`src/rtl/ad936x_rx_sample_fifo_pkg.sv`:
```
// Shared types and widths for the AD936x RX sample path.
package ad936x_pkg;

  localparam int AD936X_SAMPLE_WIDTH  = 12;
  localparam int OVERFLOW_COUNT_WIDTH = 16;

  typedef struct packed {
    logic [11:0] i;
    logic [11:0] q;
  } iq_sample_t;

endpackage

```
`src/rtl/ad936x_rx_sample_fifo_if.sv`:
```
// Ready/valid I/Q handshake between the BBP RX port, the sample FIFO and its consumer.
interface ad936x_rx_sample_fifo_if
  import ad936x_pkg::*;
#(
  parameter int WIDTH = AD936X_SAMPLE_WIDTH
) ();

  logic [WIDTH-1:0] in_i;
  logic [WIDTH-1:0] in_q;
  logic             in_valid;
  logic             in_ready;
  logic [WIDTH-1:0] out_i;
  logic [WIDTH-1:0] out_q;
  logic             out_valid;
  logic             out_ready;

  modport master (
    output in_i, in_q, in_valid, out_ready,
    input  in_ready, out_i, out_q, out_valid
  );

  modport slave (
    input  in_i, in_q, in_valid, out_ready,
    output in_ready, out_i, out_q, out_valid
  );

endinterface

```
`src/rtl/ad936x_rx_sample_fifo_ram.sv`:
```
// Simple dual-port sample store: registered write, registered read-first read.
module iq_fifo_ram #(
  parameter int DATA_W = 24,
  parameter int DEPTH  = 16
) (
  input  logic                     clk,
  input  logic                     we,
  input  logic [$clog2(DEPTH)-1:0] waddr,
  input  logic [DATA_W-1:0]        wdata,
  input  logic [$clog2(DEPTH)-1:0] raddr,
  output logic [DATA_W-1:0]        rdata
);

  logic [DATA_W-1:0] mem [DEPTH];

  always_ff @(posedge clk) begin
    if (we) mem[waddr] <= wdata;
    rdata <= mem[raddr];
  end

endmodule

```
`src/rtl/ad936x_rx_sample_fifo.sv`:
```
// FWFT elastic buffer for AD936x RX I/Q pairs with level reporting and an overflow counter.
module ad936x_rx_sample_fifo
  import ad936x_pkg::*;
#(
  parameter int WIDTH        = AD936X_SAMPLE_WIDTH,
  parameter int DEPTH        = 16,
  parameter bit DROP_ON_FULL = 1'b0
) (
  input  logic                            clk,
  input  logic                            rst,
  ad936x_rx_sample_fifo_if.slave          bus,
  output logic [$clog2(DEPTH):0]          level,
  output logic [OVERFLOW_COUNT_WIDTH-1:0] overflow_count,
  input  logic                            clear_overflow
);

  localparam int PW = $clog2(DEPTH);
  localparam int LW = PW + 1;
  localparam int DW = 2 * WIDTH;

  function automatic logic [OVERFLOW_COUNT_WIDTH-1:0] sat_inc(
    input logic [OVERFLOW_COUNT_WIDTH-1:0] v
  );
    return (&v) ? v : v + OVERFLOW_COUNT_WIDTH'(1);
  endfunction

  logic [PW-1:0] wr_ptr_q, wr_ptr_d, rd_ptr_q, rd_ptr_d;
  logic [LW-1:0] level_q, level_d;
  logic          in_ready_q, in_ready_d;
  logic          out_vld_q, out_vld_d;
  logic [DW-1:0] out_data_q, out_data_d;
  logic [OVERFLOW_COUNT_WIDTH-1:0] ovf_q, ovf_d;
  logic          byp_vld_q, byp_vld_d;
  logic [DW-1:0] byp_data_q, byp_data_d;

  logic [DW-1:0] in_data, head_data, ram_rdata;
  logic push, pop, full, accept, drop, slot_free, ram_avail, ram_rd, ram_we;

  always_comb begin
    in_data    = {bus.in_i, bus.in_q};
    push       = bus.in_valid & in_ready_q;
    pop        = out_vld_q & bus.out_ready;
    full       = (level_q == LW'(DEPTH));
    accept     = push & ~full;
    drop       = push & full;
    slot_free  = ~out_vld_q | pop;
    // Everything not in the output register lives in the RAM.
    ram_avail  = (level_q > {{(LW-1){1'b0}}, out_vld_q});
    // The RAM read was issued last cycle; a same-address write then is caught by the bypass.
    head_data  = byp_vld_q ? byp_data_q : ram_rdata;

    ram_rd     = slot_free & ram_avail;
    ram_we     = accept & ~(slot_free & ~ram_avail);

    out_vld_d  = out_vld_q;
    out_data_d = out_data_q;
    if (slot_free) begin
      out_vld_d = ram_avail | accept;
      if (ram_avail)   out_data_d = head_data;
      else if (accept) out_data_d = in_data;
    end

    rd_ptr_d = ram_rd ? rd_ptr_q + PW'(1) : rd_ptr_q;
    wr_ptr_d = ram_we ? wr_ptr_q + PW'(1) : wr_ptr_q;

    case ({accept, pop})
      2'b10:   level_d = level_q + LW'(1);
      2'b01:   level_d = level_q - LW'(1);
      default: level_d = level_q;
    endcase

    in_ready_d = DROP_ON_FULL ? 1'b1 : (level_d < LW'(DEPTH));

    if (clear_overflow) ovf_d = '0;
    else if (drop)      ovf_d = sat_inc(ovf_q);
    else                ovf_d = ovf_q;

    byp_vld_d  = ram_we & (wr_ptr_q == rd_ptr_d);
    byp_data_d = in_data;
  end

  // Registered state: control and visible outputs reset, bypass data does not.
  always_ff @(posedge clk) begin
    if (!rst) begin
      wr_ptr_q   <= '0;
      rd_ptr_q   <= '0;
      level_q    <= '0;
      in_ready_q <= 1'b0;
      out_vld_q  <= 1'b0;
      out_data_q <= '0;
      ovf_q      <= '0;
      byp_vld_q  <= 1'b0;
    end else begin
      wr_ptr_q   <= wr_ptr_d;
      rd_ptr_q   <= rd_ptr_d;
      level_q    <= level_d;
      in_ready_q <= in_ready_d;
      out_vld_q  <= out_vld_d;
      out_data_q <= out_data_d;
      ovf_q      <= ovf_d;
      byp_vld_q  <= byp_vld_d;
    end
  end

  always_ff @(posedge clk) begin
    byp_data_q <= byp_data_d;
  end

  iq_fifo_ram #(
    .DATA_W (DW),
    .DEPTH  (DEPTH)
  ) u_ram (
    .clk   (clk),
    .we    (ram_we),
    .waddr (wr_ptr_q),
    .wdata (in_data),
    .raddr (rd_ptr_d),
    .rdata (ram_rdata)
  );

  assign bus.in_ready    = in_ready_q;
  assign bus.out_valid   = out_vld_q;
  assign bus.out_i       = out_data_q[DW-1:WIDTH];
  assign bus.out_q       = out_data_q[WIDTH-1:0];
  assign level           = level_q;
  assign overflow_count  = ovf_q;

endmodule
```
`src/flat_wrapper.sv`:
```
// flat-port wrapper written by rule: the top's interface ports become plain ports
module ad936x_rx_sample_fifo_flat import ad936x_pkg::*;
#(
  parameter int WIDTH        = AD936X_SAMPLE_WIDTH,
  parameter int DEPTH        = 16,
  parameter bit DROP_ON_FULL = 1'b0
)
  (clk, rst, level, overflow_count, clear_overflow, bus_in_i, bus_in_q, bus_in_valid, bus_out_ready, bus_in_ready, bus_out_i, bus_out_q, bus_out_valid);
  ad936x_rx_sample_fifo_if #(.WIDTH(WIDTH)) bus_i ();
  input  logic clk;
  input  logic rst;
  output logic [$clog2(DEPTH):0] level;
  output logic [OVERFLOW_COUNT_WIDTH-1:0] overflow_count;
  input  logic clear_overflow;
  input wire logic [$bits(bus_i.in_i)-1:0] bus_in_i;
  input wire logic [$bits(bus_i.in_q)-1:0] bus_in_q;
  input wire logic [$bits(bus_i.in_valid)-1:0] bus_in_valid;
  input wire logic [$bits(bus_i.out_ready)-1:0] bus_out_ready;
  output wire logic [$bits(bus_i.in_ready)-1:0] bus_in_ready;
  output wire logic [$bits(bus_i.out_i)-1:0] bus_out_i;
  output wire logic [$bits(bus_i.out_q)-1:0] bus_out_q;
  output wire logic [$bits(bus_i.out_valid)-1:0] bus_out_valid;
  assign bus_i.in_i = bus_in_i;
  assign bus_i.in_q = bus_in_q;
  assign bus_i.in_valid = bus_in_valid;
  assign bus_i.out_ready = bus_out_ready;
  assign bus_in_ready = bus_i.in_ready;
  assign bus_out_i = bus_i.out_i;
  assign bus_out_q = bus_i.out_q;
  assign bus_out_valid = bus_i.out_valid;
  ad936x_rx_sample_fifo #(.WIDTH(WIDTH), .DEPTH(DEPTH), .DROP_ON_FULL(DROP_ON_FULL)) u_core (.clk(clk), .rst(rst), .bus(bus_i), .level(level), .overflow_count(overflow_count), .clear_overflow(clear_overflow));
endmodule
```
`config.mk`:
```
export PLATFORM = sky130hd
export DESIGN_NAME = ad936x_rx_sample_fifo_flat
export DESIGN_NICKNAME = d
export VERILOG_FILES = /design/src/rtl/ad936x_rx_sample_fifo_pkg.sv /design/src/rtl/ad936x_rx_sample_fifo_if.sv /design/src/rtl/ad936x_rx_sample_fifo_ram.sv /design/src/rtl/ad936x_rx_sample_fifo.sv /design/src/flat_wrapper.sv
export SDC_FILE = /design/constraint.sdc
export NUM_CORES = 1
export LEC_CHECK = 0
export ABC_CLOCK_PERIOD_IN_PS = 4350
export CORE_AREA = 5 5 211 234
export DETAILED_ROUTE_END_ITERATION = 8
export DIE_AREA = 0 0 216 239
export PLACE_DENSITY = 0.67
export SETUP_SLACK_MARGIN = 0.02
export SYNTH_ARGS = -nofsm -noshare
export SYNTH_HDL_FRONTEND = slang
export SYNTH_HIERARCHICAL = 1
export SYNTH_SLANG_ARGS = --single-unit
```
`constraint.sdc`:
```
create_clock -name clk -period 4.35 [get_ports clk]
set_clock_uncertainty 0.1 [all_clocks]
set_input_delay 0.435 -clock clk [delete_from_list [all_inputs] [get_ports clk]]
set_output_delay 0.435 -clock clk [all_outputs]
set_load 0.1 [all_outputs]
```
Word-level counts from Yosys, hierarchy flattened
Memory sizes are Yosys's and may differ from the RTL's. A register that Yosys moved wholly into a read port is not among the register bits.
Index checks and enable logic that the tools add are counted.
{"block": "op_classes", "addsub": 5, "order_cmp": 2, "n_eq_ne": 4, "n_mux": 7, "n_bitwise": 16, "n_reduce_logical": 5}
{"op": "$mux W24", "n": 3}
{"op": "$add A16 B1 Y16 const B", "n": 1}
{"op": "$reduce_and A16 Y1", "n": 1}
{"op": "$pmux W5 S2", "n": 1}
{"op": "$add A4 B1 Y4 const B", "n": 2}
{"op": "$and A1 B1 Y1", "n": 8}
{"op": "$not A1 Y1", "n": 6}
{"op": "$add A5 B1 Y5 const B", "n": 1}
{"op": "$eq A5 B5 Y1 const B", "n": 1}
{"op": "$gt A5 B1 Y1", "n": 1}
{"op": "$lt A5 B5 Y1 const B", "n": 1}
{"op": "$sub A5 B1 Y5 const B", "n": 1}
{"op": "$eq A4 B4 Y1", "n": 1}
{"op": "$mux W4", "n": 1}
{"op": "$reduce_and A2 Y1", "n": 2}
{"op": "$eq A2 B1 Y1 const B", "n": 1}
{"op": "$eq A2 B2 Y1 const B", "n": 1}
{"op": "$mux W1", "n": 2}
{"op": "$or A1 B1 Y1", "n": 2}
{"op": "$reduce_bool A2 Y1", "n": 1}
{"op": "$reduce_or A2 Y1", "n": 1}
{"block": "word_totals", "regBits": 80, "mem_bits_rw": 384, "in_bits": 29, "wordCells": 49, "mem_count": 1}
{"memory": "u_core.u_ram.mem", "words": 16, "word_bits": 24, "read_ports": 1, "rd_clocked_by_memory_dff": 1, "write_ports": 1, "line": "ad936x_rx_sample_fifo_ram.sv:14", "rtl": "logic [DATA_W-1:0] mem [DEPTH];"}

Depth between registers and ports, before layout
Gate-level depths: netlist of run 1.
{"block": "depth", "depth_word": 7, "ltp_mapped": 13, "ltp_nobuf": 10}

Modules after synthesis
The synthesis of run 1 kept the hierarchy.
{"mod": "iq_fifo_ram", "n_inst": 1, "cells_each": 636, "area_per_inst_um2": 14930.6, "seq_area_each_um2": 12011.5}
{"mod": "ad936x_rx_sample_fifo", "n_inst": 1, "cells_each": 386, "area_per_inst_um2": 3533.4, "seq_area_each_um2": 1601.5}

Worst setup path before layout of run 1
Ideal clock, no wire load.
{"block": "synth_path", "kind": "reg2reg", "startpoint": "register u_core.level_q[0], in the netlist u_core/level[0]", "endpoint": "memory u_core.u_ram.mem[0][0], enable pin", "setup_time_ps": 435, "t_arrival_ps": 4492, "required_ps": 3815, "setup_slack_ps": -677, "stages_incl_launch_ff": 8, "n_path_buf": 0, "synth_period_minus_slack_ps": 5027, "path_cell_list": "dfxtp_1 inv_1 ha_1 o21bai_1 nor2_1 a21oi_1 or3b_2 nor3_1"}
{"block": "synth_via", "elab_chain_len": 7, "elab_cells_between_ends": 10, "cone_classes": "1 x order compare; 1 x eq/ne; 2 x mux; 6 x bitwise"}
{"item": "start: declaration", "line": "ad936x_rx_sample_fifo.sv:28", "rtl": "logic [LW-1:0] level_q, level_d;"}
{"item": "start signal: assignment", "line": "ad936x_rx_sample_fifo.sv:96", "rtl": "level_q <= level_d;"}
{"item": "$gt A5 B1 Y1", "line": "ad936x_rx_sample_fifo.sv:48", "rtl": "ram_avail = (level_q > {{(LW-1){1'b0}}, out_vld_q});"}
{"item": "$not A1 Y1", "line": "ad936x_rx_sample_fifo.sv:53", "rtl": "ram_we = accept & ~(slot_free & ~ram_avail);"}
{"item": "$and A1 B1 Y1", "line": "ad936x_rx_sample_fifo.sv:53"}
{"item": "$not A1 Y1", "line": "ad936x_rx_sample_fifo.sv:53"}
{"item": "$and A1 B1 Y1 (*)", "line": "ad936x_rx_sample_fifo.sv:53"}
{"item": "net u_core.ram_we", "line": "ad936x_rx_sample_fifo.sv:37", "rtl": "logic push, pop, full, accept, drop, slot_free, ram_avail, ram_rd, ram_we;"}
{"item": "$mux W1 (*)", "line": "ad936x_rx_sample_fifo_ram.sv:17", "rtl": "if (we) mem[waddr] <= wdata;"}
{"item": "$mux W1 (implied by the code) (*)", "line": "ad936x_rx_sample_fifo_ram.sv:17"}
{"item": "end: declaration", "line": "ad936x_rx_sample_fifo_ram.sv:14"}
The timed path passes the listed nets; every way through them passes the cells marked *.

Final worst setup path of run 1
{"block": "layout_path", "startpoint": "register u_core.level_q[1], in the netlist u_core/level[1]", "endpoint": "register u_core.u_ram.rdata[5] (read register of u_core.u_ram.mem)"}
{"block": "layout_via", "elab_chain_len": 3}
{"item": "$gt A5 B1 Y1", "line": "ad936x_rx_sample_fifo.sv:48"}
{"item": "$and A1 B1 Y1", "line": "ad936x_rx_sample_fifo.sv:52", "rtl": "ram_rd = slot_free & ram_avail;"}
{"item": "$mux W4", "line": "ad936x_rx_sample_fifo.sv:63", "rtl": "rd_ptr_d = ram_rd ? rd_ptr_q + PW'(1) : rd_ptr_q;"}
{"item": "net u_core.rd_ptr_d[1]", "line": "ad936x_rx_sample_fifo.sv:27", "rtl": "logic [PW-1:0] wr_ptr_q, wr_ptr_d, rd_ptr_q, rd_ptr_d;"}
{"item": "end: declaration", "line": "ad936x_rx_sample_fifo_ram.sv:11", "rtl": "output logic [DATA_W-1:0] rdata"}
The timed path passes the listed nets, and every way through them passes these cells.
A chain may end at the register's enable or synchronous reset.

==> insert_results.sql, run 1 <==
INSERT INTO impl_metrics (metric_group, metric, value, unit) VALUES
('cells_and_area', 'num_antenna_cells', '0', ''),
('clocking', 'cts_tree', 'yes', ''),
('yosys', 'synth_seq_cells', '488', ''),
('route', 'antenna_violation_net_count_after_detailed_routing', '0', ''),
('placed_design', 'globalplace.congestion', '0.777', ''),
('worst_setup_path', 'crit_path_max_incr_delay', '0.53', 'ns'),
('sta', 'final_max_slew_viol_count', '0', ''),
('hold_path', 'min_delay_path_depth', '2', ''),
('grt', 'grt_start_max_net_pins', '55', ''),
('yosys', 'netlist-cell-type-count', '48', ''),
('clocking', 'clock-sinks', '488', ''),
('clocking', 'holdBufCountCts', '0', ''),
('power_and_ir_drop', 'internal_power', '0.0106', 'W'),
('clocking', 'post-cts-setup-buffers', '0', ''),
('yosys', 'synthTopCellsByArea', 'sky130_fd_sc_hd__edfxtp_1 62%, sky130_fd_sc_hd__mux4_2 12%, sky130_fd_sc_hd__dfxtp_1 11%, sky130_fd_sc_hd__a22oi_1 2.0%, sky130_fd_sc_hd__mux2i_1 1.7%', ''),
('hold_path', 'hold_path.class', 'reg -> reg', ''),
('sta', 'setup_viol_count_final', '0', ''),
('grt', 'global_route.overflow_total', '0', ''),
('worst_setup_path', 'reg2regPathDepth', '8', ''),
('power_and_ir_drop', 'comb_power_share', '38.2', '%'),
('worst_setup_path', 'timing.critical_path.from_type', 'register', ''),
('worst_setup_path', 'crit_fanout', '25', ''),
('run_status', 'outcome', 'complete, no violations', ''),
('placed_design', 'instance_area_at_placement', '0.0201', 'mm^2'),
('sta', 'final_hold_viol_count', '0', ''),
('clocking', 'ctsRootBufferMaster', 'sky130_fd_sc_hd__clkbuf_16', ''),
('route', 'drt_iter0_markers', '723', ''),
('sta', 'slew_of_the_pin_with_the_lowest_slew_margin', '1.18', 'ns'),
('yosys', 'synth_flop_cell', 'sky130_fd_sc_hd__edfxtp_1', ''),
('floorplanning', 'floorplan.core_area', '0.0470', 'mm^2'),
('grt', 'antenna_violations_before_repair', '0', ''),
('worst_setup_path', 'cpLargestDelayFamily', 'buffers and inverters', ''),
('clocking', 'cts-htree-levels', '2', ''),
('power_and_ir_drop', 'seqPwrFrac', '35.2', '%'),
('clocking', 'cts.clk_slew.worst_paths', '0.06', 'ns'),
('placed_design', 'portBuffers', '75', ''),
('clocking', 'tritoncts.num_buffers', '47', ''),
('worst_setup_path', 'worstPathCellList', 'or3_1 > o21ai_2 > mux2i_1 > clkinv_2 > buf_4 > mux4_2 > a22oi_1 > nand2_1', ''),
('worst_setup_path', 'reg2reg_setup_slack', '0.93', 'ns'),
('placed_design', 'detailedPlacementHpwl', '23300', 'um'),
('worst_setup_path', 'slowest_stage', 'sky130_fd_sc_hd__or3_1', ''),
('clocking', 'clockBufferDepth', '3', ''),
('job', 'max-cap-violations', '0', ''),
('floorplanning', 'initial_core_utilization', '39.3', '%'),
('yosys', 'yosys.area.top_type', 'sky130_fd_sc_hd__edfxtp_1', ''),
('yosys', 'ys_warn_count', '6', ''),
('floorplanning', 'num_rows', '84', ''),
('worst_setup_path', 'cp.buffers_inverters', '2', ''),
('power_and_ir_drop', 'switching_share', '32.8', '%'),
('grt', 'global_route_wire_length_before_repair', '60700', 'um'),
('worst_setup_path', 'r2r-start', 'u_core/level[1]', ''),
('route', 'detail_route.vias_per_cell', '5.45', ''),
('floorplanning', 'dieArea', '0.0516', 'mm^2'),
('clocking', 'postCtsResizedCells', '0', ''),
('route', 'first_pass_iters', '5', ''),
('power_and_ir_drop', 'leakage', '6.91', 'nW'),
('power_and_ir_drop', 'vdd.ir_drop.worst', '0.000675', 'V'),
('sta', 'totalNegativeSetupSlack', '0', 'ns'),
('hold_path', 'min_from', 'u_core/out_data_q[8]', ''),
('yosys', 'synthCells', '1022', ''),
('cells_and_area', 'area.growth.synth_to_final', '17.8', '%'),
('grt', 'groute.usage.overall', '15.2', '%'),
('clocking', 'clk-insertion-delay-late', '0.56', 'ns'),
('cells_and_area', 'filler_cell_count', '3851', ''),
('route', 'wirelength', '39200', 'um'),
('route', 'drcViolationCount', '0', ''),
('grt', 'grt_pass1_vias', '9959', ''),
('floorplanning', 'die_w', '216', 'um'),
('sta', 'fmax', '293', 'MHz'),
('power_and_ir_drop', 'power.switching', '0.00517', 'W'),
('yosys', 'netlist.area_leader.share', '62.5', '%');
logic make-up (layout without fill, tap and decap cells):
kind of cell	count (synthesis)	in the layout	synth area share (%)
compound gates	135	135	5.01
xor+xnor	21	21	1.16
fa+ha+maj	8	8	0.542
buf+inv	64	212	1.69
flops	488	488	73.7
mux	127	127	13.4
simple gates	179	179	4.49
layer usage:
metal	GRT usage (%)	vias up	share of wire (%)
met1	20.3	5019	42
met3	2.44	70	5.6
met4	4.93	0	2.7
met5	0	-	0
li1	-	4282	-
met2	25.7	279	49
worst register-to-register path: stages (launching register included):
cell and delay [ns]:
sky130_fd_sc_hd__dfxtp_1 0.39, sky130_fd_sc_hd__or3_1 0.53, sky130_fd_sc_hd__o21ai_2 0.33, sky130_fd_sc_hd__mux2i_1 0.40
sky130_fd_sc_hd__clkinv_2 0.43, sky130_fd_sc_hd__buf_4 0.42, sky130_fd_sc_hd__mux4_2 0.37, sky130_fd_sc_hd__a22oi_1 0.24
sky130_fd_sc_hd__nand2_1 0.09
per-stage QoR:
| step | total power [W] | setup slack, ns | utilization [%] | hold WS, ns | std cells |
|---|---|---|---|---|---|
| after floorplan | 0.0105 | -0.0205 | - | 0.363 | 1022 |
| final | 0.0158 | 0.931 | 46.3 | 0.353 | 1772 |
| after global routing | 0.0167 | 0.721 | 46.3 | 0.377 | 1772 |
| after CTS | 0.0160 | 0.887 | 46.3 | 0.355 | 1772 |
| after global placement | 0.0118 | 0.866 | 42.8 | 0.346 | 1684 |
| after detailed placement | 0.0118 | 0.846 | 42.8 | 0.347 | 1684 |
power by group through the flow:
stage / logic (W) / registers (W) / clock network (W)
3_3_place_gp: 0.00610 / 0.00566 / 0
5_1_grt: 0.00658 / 0.00559 / 0.00449
4_1_cts: 0.00618 / 0.00557 / 0.00430
6_report: 0.00602 / 0.00556 / 0.00420
3_5_place_dp: 0.00616 / 0.00567 / 0
2_1_floorplan: 0.00438 / 0.00614 / 0
how the worst max path moves through the flow:
stage / start / to / cells after the start
floorplan: u_core/level[0] / u_core/u_ram/mem[1][0] / 7
CTS: u_core/level[1] / u_core/u_ram/rdata[5] / 8
global placement: bus_out_ready / u_core/u_ram/rdata[5] / 9
finish: u_core/level[1] / u_core/u_ram/rdata[5] / 8
detailed placement: bus_out_ready / u_core/u_ram/rdata[5] / 9
global route: u_core/level[1] / u_core/u_ram/rdata[14] / 8
synthesized netlist by cell type, types with 3 or more instances:
library cell,number
sky130_fd_sc_hd__nand2b_1,7
sky130_fd_sc_hd__or3_1,4
sky130_fd_sc_hd__xor2_1,9
sky130_fd_sc_hd__a21oi_1,34
sky130_fd_sc_hd__and2_1,4
sky130_fd_sc_hd__o21ai_0,4
sky130_fd_sc_hd__nand4_1,3
sky130_fd_sc_hd__o211ai_1,28
sky130_fd_sc_hd__nor4_1,5
sky130_fd_sc_hd__a22oi_1,49
sky130_fd_sc_hd__dfxtp_1,104
sky130_fd_sc_hd__inv_1,7
sky130_fd_sc_hd__clkbuf_1,34
sky130_fd_sc_hd__nor2_1,38
sky130_fd_sc_hd__xnor2_1,10
sky130_fd_sc_hd__buf_6,7
sky130_fd_sc_hd__ha_1,8
sky130_fd_sc_hd__nor2b_1,3
sky130_fd_sc_hd__nand2_1,82
sky130_fd_sc_hd__nand3b_1,4
sky130_fd_sc_hd__and3_1,3
sky130_fd_sc_hd__mux2i_1,31
sky130_fd_sc_hd__a211oi_1,4
sky130_fd_sc_hd__edfxtp_1,384
sky130_fd_sc_hd__mux4_2,96
sky130_fd_sc_hd__nor3_1,6
sky130_fd_sc_hd__buf_2,15
sky130_fd_sc_hd__nand3_1,12
area by class of cell:
type	count	area (um^2)	share of cell area (%)
repair buffers	116	1080	4.98
well taps	602	753	3.46
inverters	8	31.3	0.144
clock inverters	29	348	1.60
clock buffers	59	1280	5.89
multi-input cells	470	4630	21.3
flip-flops and latches	488	13600	62.6
registers in the layout, indices dropped and copies added, names as in the netlist, named ones only:
signal                 count
u_core/level               4
u_core/rd_ptr_q            4
u_core/byp_data_q         24
u_core/overflow_count     16
u_core/u_ram/rdata        24
u_core/bus.in_ready        1
u_core/wr_ptr_q            4
u_core/bus.out_valid       1
u_core/u_ram/mem         384
u_core/out_data_q         24
u_core/byp_vld_q           1
cells in the final DEF, fill, tap and decap left out, drive strengths merged, types with 17 or more instances in the layout:
cell	netlist	final
edfxtp	384	384
dfxtp	104	104
mux4	96	96
nand2	82	82
clkdlybuf4s50	0	75
clkbuf	34	59
a22oi	49	49
buf	22	41
nor2	38	38
a21oi	34	34
mux2i	31	31
o211ai	28	28
clkinv	1	17
No activity file was read; power rests on OpenSTA's default activity.
==> run 2: changes to the inputs <==
ABC_CLOCK_PERIOD_IN_PS = 3300   (was 4350)
PLACE_DENSITY = 0.65   (was 0.67)
clock period = 3.3 ns   (was 4.35 ns; I/O delays follow)
==> insert_results.sql, run 2 (same netlist as run 1, synthesis figures left out) <==
INSERT INTO impl_metrics (metric_group, metric, value, unit) VALUES
('hold_path', 'min_from', 'bus_in_q[9]', ''),
('route', 'wirelength', '40400', 'um'),
('route', 'drcViolationCount', '0', ''),
('worst_setup_path', 'timing.critical_path.from_type', 'register', ''),
('grt', 'grt_pass1_vias', '9634', ''),
('hold_path', 'hold_path.class', 'in -> reg', ''),
('run_status', 'outcome', 'complete, no violations', ''),
('worst_setup_path', 'crit_fanout', '18', ''),
('sta', 'layout_worst_path_cycle_share', '89.0', '%'),
('power_and_ir_drop', 'power-per-cell-area', '954', 'mW/mm^2'),
('sta', 'setup_ws', '0.363', 'ns'),
('floorplanning', 'num_rows', '84', ''),
('cells_and_area', 'filler_cell_count', '3882', ''),
('cells_and_area', 'area.growth.synth_to_final', '19.2', '%'),
('worst_setup_path', 'number_of_cells_on_the_critical_path', '10', ''),
('sta', 'period_minus_slack', '2.94', 'ns'),
('worst_setup_path', 'r2r-end', 'u_core/u_ram/rdata[14]', ''),
('worst_setup_path', 'cp.buffers_inverters', '3', ''),
('cells_and_area', 'final_nets', '1174', ''),
('worst_setup_path', 'worstPathCellList', 'inv_1 > ha_1 > o21bai_1 > o21ai_2 > xnor2_2 > buf_12 > buf_12 > mux4_2 > a22oi_1 > nand2_1', ''),
('cells_and_area', 'largest_register_ffs', '384', ''),
('worst_setup_path', 'r2r-start', 'u_core/level[0]', ''),
('hold_path', 'min_delay_path_depth', '2', ''),
('worst_setup_path', 'worstSetupEndpointType', 'register', ''),
('floorplanning', 'total_i_o_pin_count', '76', ''),
('clocking', 'clockBufferDepth', '3', ''),
('hold_path', 'whs_endpoint', 'u_core/byp_data_q[9]', ''),
('floorplanning', 'floorplan.core_area', '0.0470', 'mm^2'),
('placed_design', 'detailedPlacementHpwl', '22500', 'um'),
('job', 'max-cap-violations', '0', ''),
('sta', 'unrepaired_setup_endpoints_after_global_routing', 'no', ''),
('grt', 'global_route.overflow_total', '0', ''),
('grt', 'antenna_violations_before_repair', '3', ''),
('cells_and_area', 'max_flop_register', 'u_core/u_ram/mem', ''),
('floorplanning', 'die_w', '216', 'um'),
('worst_setup_path', 'slowest_stage', 'sky130_fd_sc_hd__mux4_2', ''),
('clocking', 'cts_tree', 'yes', ''),
('route', 'wire_per_inst', '22.7', 'um'),
('power_and_ir_drop', 'vdd.ir_drop.worst', '0.000595', 'V'),
('worst_setup_path', 'critical_path_arrival', '3.29', 'ns'),
('route', 'drt_iter0_markers', '811', ''),
('worst_setup_path', 'critical_path_s_most_frequent_cell', 'sky130_fd_sc_hd__buf_12', ''),
('route', 'first_pass_iters', '5', ''),
('route', 'detail_route.vias_per_cell', '5.40', ''),
('cells_and_area', 'drive_above_1_share', '21.8', '%'),
('sta', 'finalHoldWorstSlack', '0.327', 'ns'),
('power_and_ir_drop', 'leakage', '6.98', 'nW'),
('worst_setup_path', 'timing_worst_setup_path_type', 'reg -> reg', ''),
('cells_and_area', 'mostFrequentLayoutCell', 'sky130_fd_sc_hd__edfxtp_1', ''),
('clocking', 'cts.clk_slew.worst_paths', '0.07', 'ns'),
('placed_design', 'portBuffers', '75', ''),
('cells_and_area', 'multi_input_comb_area', '0.00470', 'mm^2'),
('worst_setup_path', 'worst-endpoint-required', '3.65', 'ns'),
('clocking', 'clk-insertion-delay-late', '0.56', 'ns'),
('route', 'dr_total_vias', '9593', ''),
('worst_setup_path', 'crit_path_max_incr_delay', '0.52', 'ns'),
('cells_and_area', 'sequential_cell_area', '0.0136', 'mm^2'),
('floorplanning', 'die_y', '239', 'um'),
('placed_design', 'place_ws', '0.300', 'ns'),
('clocking', 'post-cts-setup-buffers', '0', ''),
('floorplanning', 'initial_core_utilization', '39.3', '%'),
('sta', 'timing.max_slew.rel_slack', '30.9', '%'),
('placed_design', 'globalplace.congestion', '0.750', ''),
('grt', 'grt_start_max_net_pins', '52', ''),
('sta', 'setup_viol_count_final', '0', ''),
('grt', 'groute.usage.overall', '15.5', '%'),
('route', 'antenna_violation_net_count_after_detailed_routing', '0', ''),
('sta', 'fmax', '340', 'MHz'),
('clocking', 'ctsRootBufferMaster', 'sky130_fd_sc_hd__clkbuf_16', ''),
('sta', 'final_max_slew_viol_count', '0', ''),
('sta', 'final_hold_viol_count', '0', ''),
('clocking', 'cts-htree-levels', '2', ''),
('grt', 'global_route_wire_length_before_repair', '61000', 'um'),
('floorplanning', 'dieArea', '0.0516', 'mm^2'),
('clocking', 'clock-sinks', '488', ''),
('cells_and_area', 'layout.cells.most_common_list', '384 x sky130_fd_sc_hd__edfxtp_1, 96 x sky130_fd_sc_hd__dfxtp_1, 96 x sky130_fd_sc_hd__mux4_2', ''),
('sta', 'totalNegativeSetupSlack', '0', 'ns'),
('worst_setup_path', 'reg2regPathDepth', '10', ''),
('worst_setup_path', 'reg2reg_setup_slack', '0.36', 'ns'),
('worst_setup_path', 'cpLargestDelayFamily', 'compound AO/OA/AOI/OAI gates', ''),
('sta', 'slew_of_the_pin_with_the_lowest_slew_margin', '1.03', 'ns'),
('clocking', 'tritoncts.num_buffers', '45', '');
run 2: cell types whose count changed in the layout (fill, tap and decap cells not counted), sizes merged:
cell	before	now
clkdlybuf4s50	75	74
buf	41	50
diode	0	1
clkinvlp	5	0
bufinv	6	2
clkinv	17	16
inv	9	7
clkbuf	59	67
run 2: worst max-delay path by stage:
stage               slack, ns       startpoint                     end
floorplan                0.03  u_core/level[0]  u_core/u_ram/mem[0][0]
CTS                      0.27  u_core/level[1]                register
detailed placement       0.30  u_core/level[1]     u_core/bus.in_ready
finish                   0.36  u_core/level[0]  u_core/u_ram/rdata[14]
global route             0.08  u_core/level[0]   u_core/u_ram/rdata[9]
global placement         0.38    bus_out_ready   u_core/u_ram/rdata[9]
run 2: through the flow:
step	util (%)	instances	area, um^2	total power [W]
2_1_floorplan	-	1022	18600	0.0139
3_3_place_gp	43.7	1692	20500	0.0160
3_5_place_dp	43.7	1692	20500	0.0161
4_1_cts	46.9	1776	22000	0.0213
5_1_grt	46.9	1776	22000	0.0221
6_report	46.9	1777	22000	0.0210
run 2: per-layer routing:
layer	global-route usage, %	vias to the layer above	part of all wire [%]
met5	0	-	0.035
met4	3.91	4	1.8
met3	3.13	47	6.7
met2	26.3	282	50
met1	20.8	4963	42
li1	-	4297	-
run 2: cell type report:
type                            count  share of cell area (%)
Tap cell                          602                    3.42
Clock buffer                       67                    6.10
Sequential cell                   488                    61.9
Inverter                            8                   0.142
Multi-Input combinational cell    470                    21.3
Timing Repair Buffer              124                    6.38
Antenna cell                        1                  0.0114
Clock inverter                     17                   0.716
run 2: timing repair:
action | in CTS | in global routing
endpoints found under the hold margin | 0 | 0
hold buffers | 0 | 0
setup endpoints to repair | 0 | 1
resized for setup | 0 | 1
run 2: worst register-to-register path: stages, from the launching register on:
cell	delay, ns
sky130_fd_sc_hd__dfxtp_4	0.37
sky130_fd_sc_hd__inv_1	0.05
sky130_fd_sc_hd__ha_1	0.27
sky130_fd_sc_hd__o21bai_1	0.29
sky130_fd_sc_hd__o21ai_2	0.16
sky130_fd_sc_hd__xnor2_2	0.30
sky130_fd_sc_hd__buf_12	0.26
sky130_fd_sc_hd__buf_12	0.23
sky130_fd_sc_hd__mux4_2	0.53
sky130_fd_sc_hd__a22oi_1	0.20
sky130_fd_sc_hd__nand2_1	0.07
run 2: power breakdown:
part,switching [W],internal [W]
registers,0.000227,0.00707
logic,0.00440,0.00410
clock network,0.00221,0.00299
total,0.00683,0.0142
==> run 3: changes to the inputs <==
CELL_PAD_IN_SITES_DETAIL_PLACEMENT = 0   (was not set)
CELL_PAD_IN_SITES_GLOBAL_PLACEMENT = 1   (was not set)
GPL_TIMING_DRIVEN = 1   (was not set)
PLACE_DENSITY = 0.72   (was 0.65)
==> insert_results.sql, run 3 (same netlist as run 1, synthesis figures left out) <==
INSERT INTO impl_metrics (metric_group, metric, value, unit) VALUES
('clocking', 'postCtsResizedCells', '0', ''),
('clocking', 'post-cts-setup-buffers', '0', ''),
('route', 'antenna_violation_net_count_after_detailed_routing', '0', ''),
('worst_setup_path', 'timing.critical_path.from_type', 'register', ''),
('job', 'max-cap-violations', '0', ''),
('worst_setup_path', 'crit_fanout', '61', ''),
('cells_and_area', 'drive_above_1_share', '21.4', '%'),
('clocking', 'cts_tree', 'yes', ''),
('grt', 'global_route_wire_length_before_repair', '62700', 'um'),
('sta', 'totalNegativeSetupSlack', '0', 'ns'),
('route', 'drcViolationCount', '0', ''),
('cells_and_area', 'mostFrequentLayoutCell', 'sky130_fd_sc_hd__edfxtp_1', ''),
('floorplanning', 'num_rows', '84', ''),
('cells_and_area', 'max_flop_register', 'u_core/u_ram/mem', ''),
('placed_design', 'globalplace.congestion', '0.723', ''),
('route', 'wirelength', '41400', 'um'),
('sta', 'unrepaired_setup_endpoints_after_global_routing', 'no', ''),
('clocking', 'tritoncts.num_buffers', '49', ''),
('grt', 'antenna_violations_before_repair', '1', ''),
('clocking', 'clk-insertion-delay-late', '0.56', 'ns'),
('cells_and_area', 'finalCoreUtilization', '46.9', '%'),
('cells_and_area', 'area.growth.synth_to_final', '19.3', '%'),
('floorplanning', 'total_i_o_pin_count', '76', ''),
('power_and_ir_drop', 'switching_share', '32.4', '%'),
('grt', 'groute.usage.overall', '16.1', '%'),
('clocking', 'clock-sinks', '488', ''),
('worst_setup_path', 'timing.critical_path.from', 'u_core/level[1]', ''),
('sta', 'fmax', '343', 'MHz'),
('floorplanning', 'die_y', '239', 'um'),
('placed_design', 'portBuffers', '75', ''),
('hold_path', 'hold_path.class', 'reg -> reg', ''),
('run_status', 'outcome', 'complete, no violations', ''),
('floorplanning', 'initial_core_utilization', '39.3', '%'),
('route', 'wire_per_inst', '23.3', 'um'),
('sta', 'setup_viol_count_final', '0', ''),
('sta', 'layout_worst_path_cycle_share', '88.2', '%'),
('cells_and_area', 'final_nets', '1170', ''),
('worst_setup_path', 'critical_path_arrival', '3.26', 'ns'),
('floorplanning', 'floorplan.core_area', '0.0470', 'mm^2'),
('grt', 'global_route.overflow_total', '0', ''),
('sta', 'final_max_slew_viol_count', '0', ''),
('grt', 'grt_pass1_vias', '9788', ''),
('placed_design', 'place_ws', '0.299', 'ns'),
('worst_setup_path', 'r2r-start', 'u_core/level[1]', ''),
('power_and_ir_drop', 'power.switching', '0.00684', 'W'),
('hold_path', 'min_from', 'u_core/out_data_q[10]', ''),
('worst_setup_path', 'worstSetupEndpointType', 'register', ''),
('power_and_ir_drop', 'vdd.ir_drop.worst', '0.000770', 'V'),
('worst_setup_path', 'worst-endpoint-required', '3.65', 'ns'),
('sta', 'finalHoldWorstSlack', '0.354', 'ns'),
('clocking', 'clockBufferDepth', '3', ''),
('clocking', 'ctsRootBufferMaster', 'sky130_fd_sc_hd__clkbuf_16', ''),
('sta', 'setup_ws', '0.389', 'ns'),
('floorplanning', 'dieArea', '0.0516', 'mm^2'),
('power_and_ir_drop', 'clock_power_share', '25.8', '%'),
('route', 'first_pass_iters', '5', ''),
('placed_design', 'detailedPlacementHpwl', '21900', 'um'),
('power_and_ir_drop', 'leakage', '6.98', 'nW'),
('worst_setup_path', 'reg2regPathDepth', '8', ''),
('route', 'detail_route.vias_per_cell', '5.41', ''),
('cells_and_area', 'largest_register_ffs', '384', ''),
('sta', 'final_hold_viol_count', '0', ''),
('sta', 'slew_of_the_pin_with_the_lowest_slew_margin', '0.999', 'ns'),
('hold_path', 'min_delay_path_depth', '2', ''),
('power_and_ir_drop', 'design_power_total', '0.0211', 'W'),
('power_and_ir_drop', 'internal_power', '0.0143', 'W'),
('clocking', 'cts.clk_slew.worst_paths', '0.06', 'ns'),
('clocking', 'cts-htree-levels', '2', ''),
('floorplanning', 'die_w', '216', 'um'),
('power_and_ir_drop', 'power-per-cell-area', '959', 'mW/mm^2'),
('route', 'drt_iter0_markers', '842', ''),
('cells_and_area', 'layout.cells.most_common_list', '384 x sky130_fd_sc_hd__edfxtp_1, 96 x sky130_fd_sc_hd__dfxtp_1, 96 x sky130_fd_sc_hd__mux4_2', ''),
('sta', 'timing.max_slew.rel_slack', '33.2', '%'),
('power_and_ir_drop', 'comb_power_share', '39.6', '%'),
('sta', 'period_minus_slack', '2.91', 'ns'),
('clocking', 'holdBufCountCts', '0', ''),
('route', 'dr_total_vias', '9612', ''),
('power_and_ir_drop', 'seqPwrFrac', '34.6', '%'),
('grt', 'grt_start_max_net_pins', '62', ''),
('worst_setup_path', 'timing_worst_setup_path_type', 'reg -> reg', '');
==> run 3: changes by cell type in the layout (fill, tap and decap cells not counted), sizes merged <==
cell | before | now
clkinv | 16 | 17
bufinv | 2 | 3
clkbuf | 67 | 71
buf | 50 | 42
clkinvlp | 0 | 1
==> run 3: power groups by stage <==
stage | Sequential (W) | Clock (W) | Combinational, W
2_1_floorplan | 0.00812 | 0 | 0.00579
3_3_place_gp | 0.00743 | 0 | 0.00845
3_5_place_dp | 0.00744 | 0 | 0.00852
4_1_cts | 0.00731 | 0.00558 | 0.00854
5_1_grt | 0.00735 | 0.00585 | 0.00907
6_report | 0.00730 | 0.00545 | 0.00837
==> run 3: critical path, stage by stage (launching register included) <==
cell,delay [ns]
sky130_fd_sc_hd__dfxtp_2,0.37
sky130_fd_sc_hd__or3_1,0.53
sky130_fd_sc_hd__o21ai_2,0.33
sky130_fd_sc_hd__mux2i_1,0.39
sky130_fd_sc_hd__clkinv_2,0.17
sky130_fd_sc_hd__buf_12,0.26
sky130_fd_sc_hd__mux4_2,0.35
sky130_fd_sc_hd__a22oi_1,0.22
sky130_fd_sc_hd__nand2_1,0.07
==> run 3: worst paths after layout <==
path                            to  slack (ns)
min          u_core/out_data_q[10]        0.35
max          u_core/u_ram/rdata[1]        0.39
min reg2reg  u_core/out_data_q[10]        0.35
max reg2reg  u_core/u_ram/rdata[1]        0.39
==> run 3: per-layer routing <==
| layer | vias up | wire, um | GRT usage (%) |
|---|---|---|---|
| met3 | 56 | 1970 | 2.58 |
| met1 | 5009 | 17900 | 22.0 |
| met5 | - | 0 | 0 |
| met4 | 0 | 894 | 4.16 |
| li1 | 4299 | - | - |
| met2 | 248 | 20600 | 27.2 |
==> run 3: final cells by class <==
type	count	area, um^2
multi-input combinational	470	4650
antenna	1	2.50
tap	602	753
fill	3893	25000
inverter	8	31.3
sequential	488	13600
clock inverter	20	186
timing repair buffer	116	1360
clock buffer	71	1410
==> run 3: metrics by stage <==
step                cell area, um^2  cells
floorplan                     18600   1022
global route                  22000   1775
finish                        22000   1776
global placement              20400   1684
CTS                           22000   1775
detailed placement            20400   1684
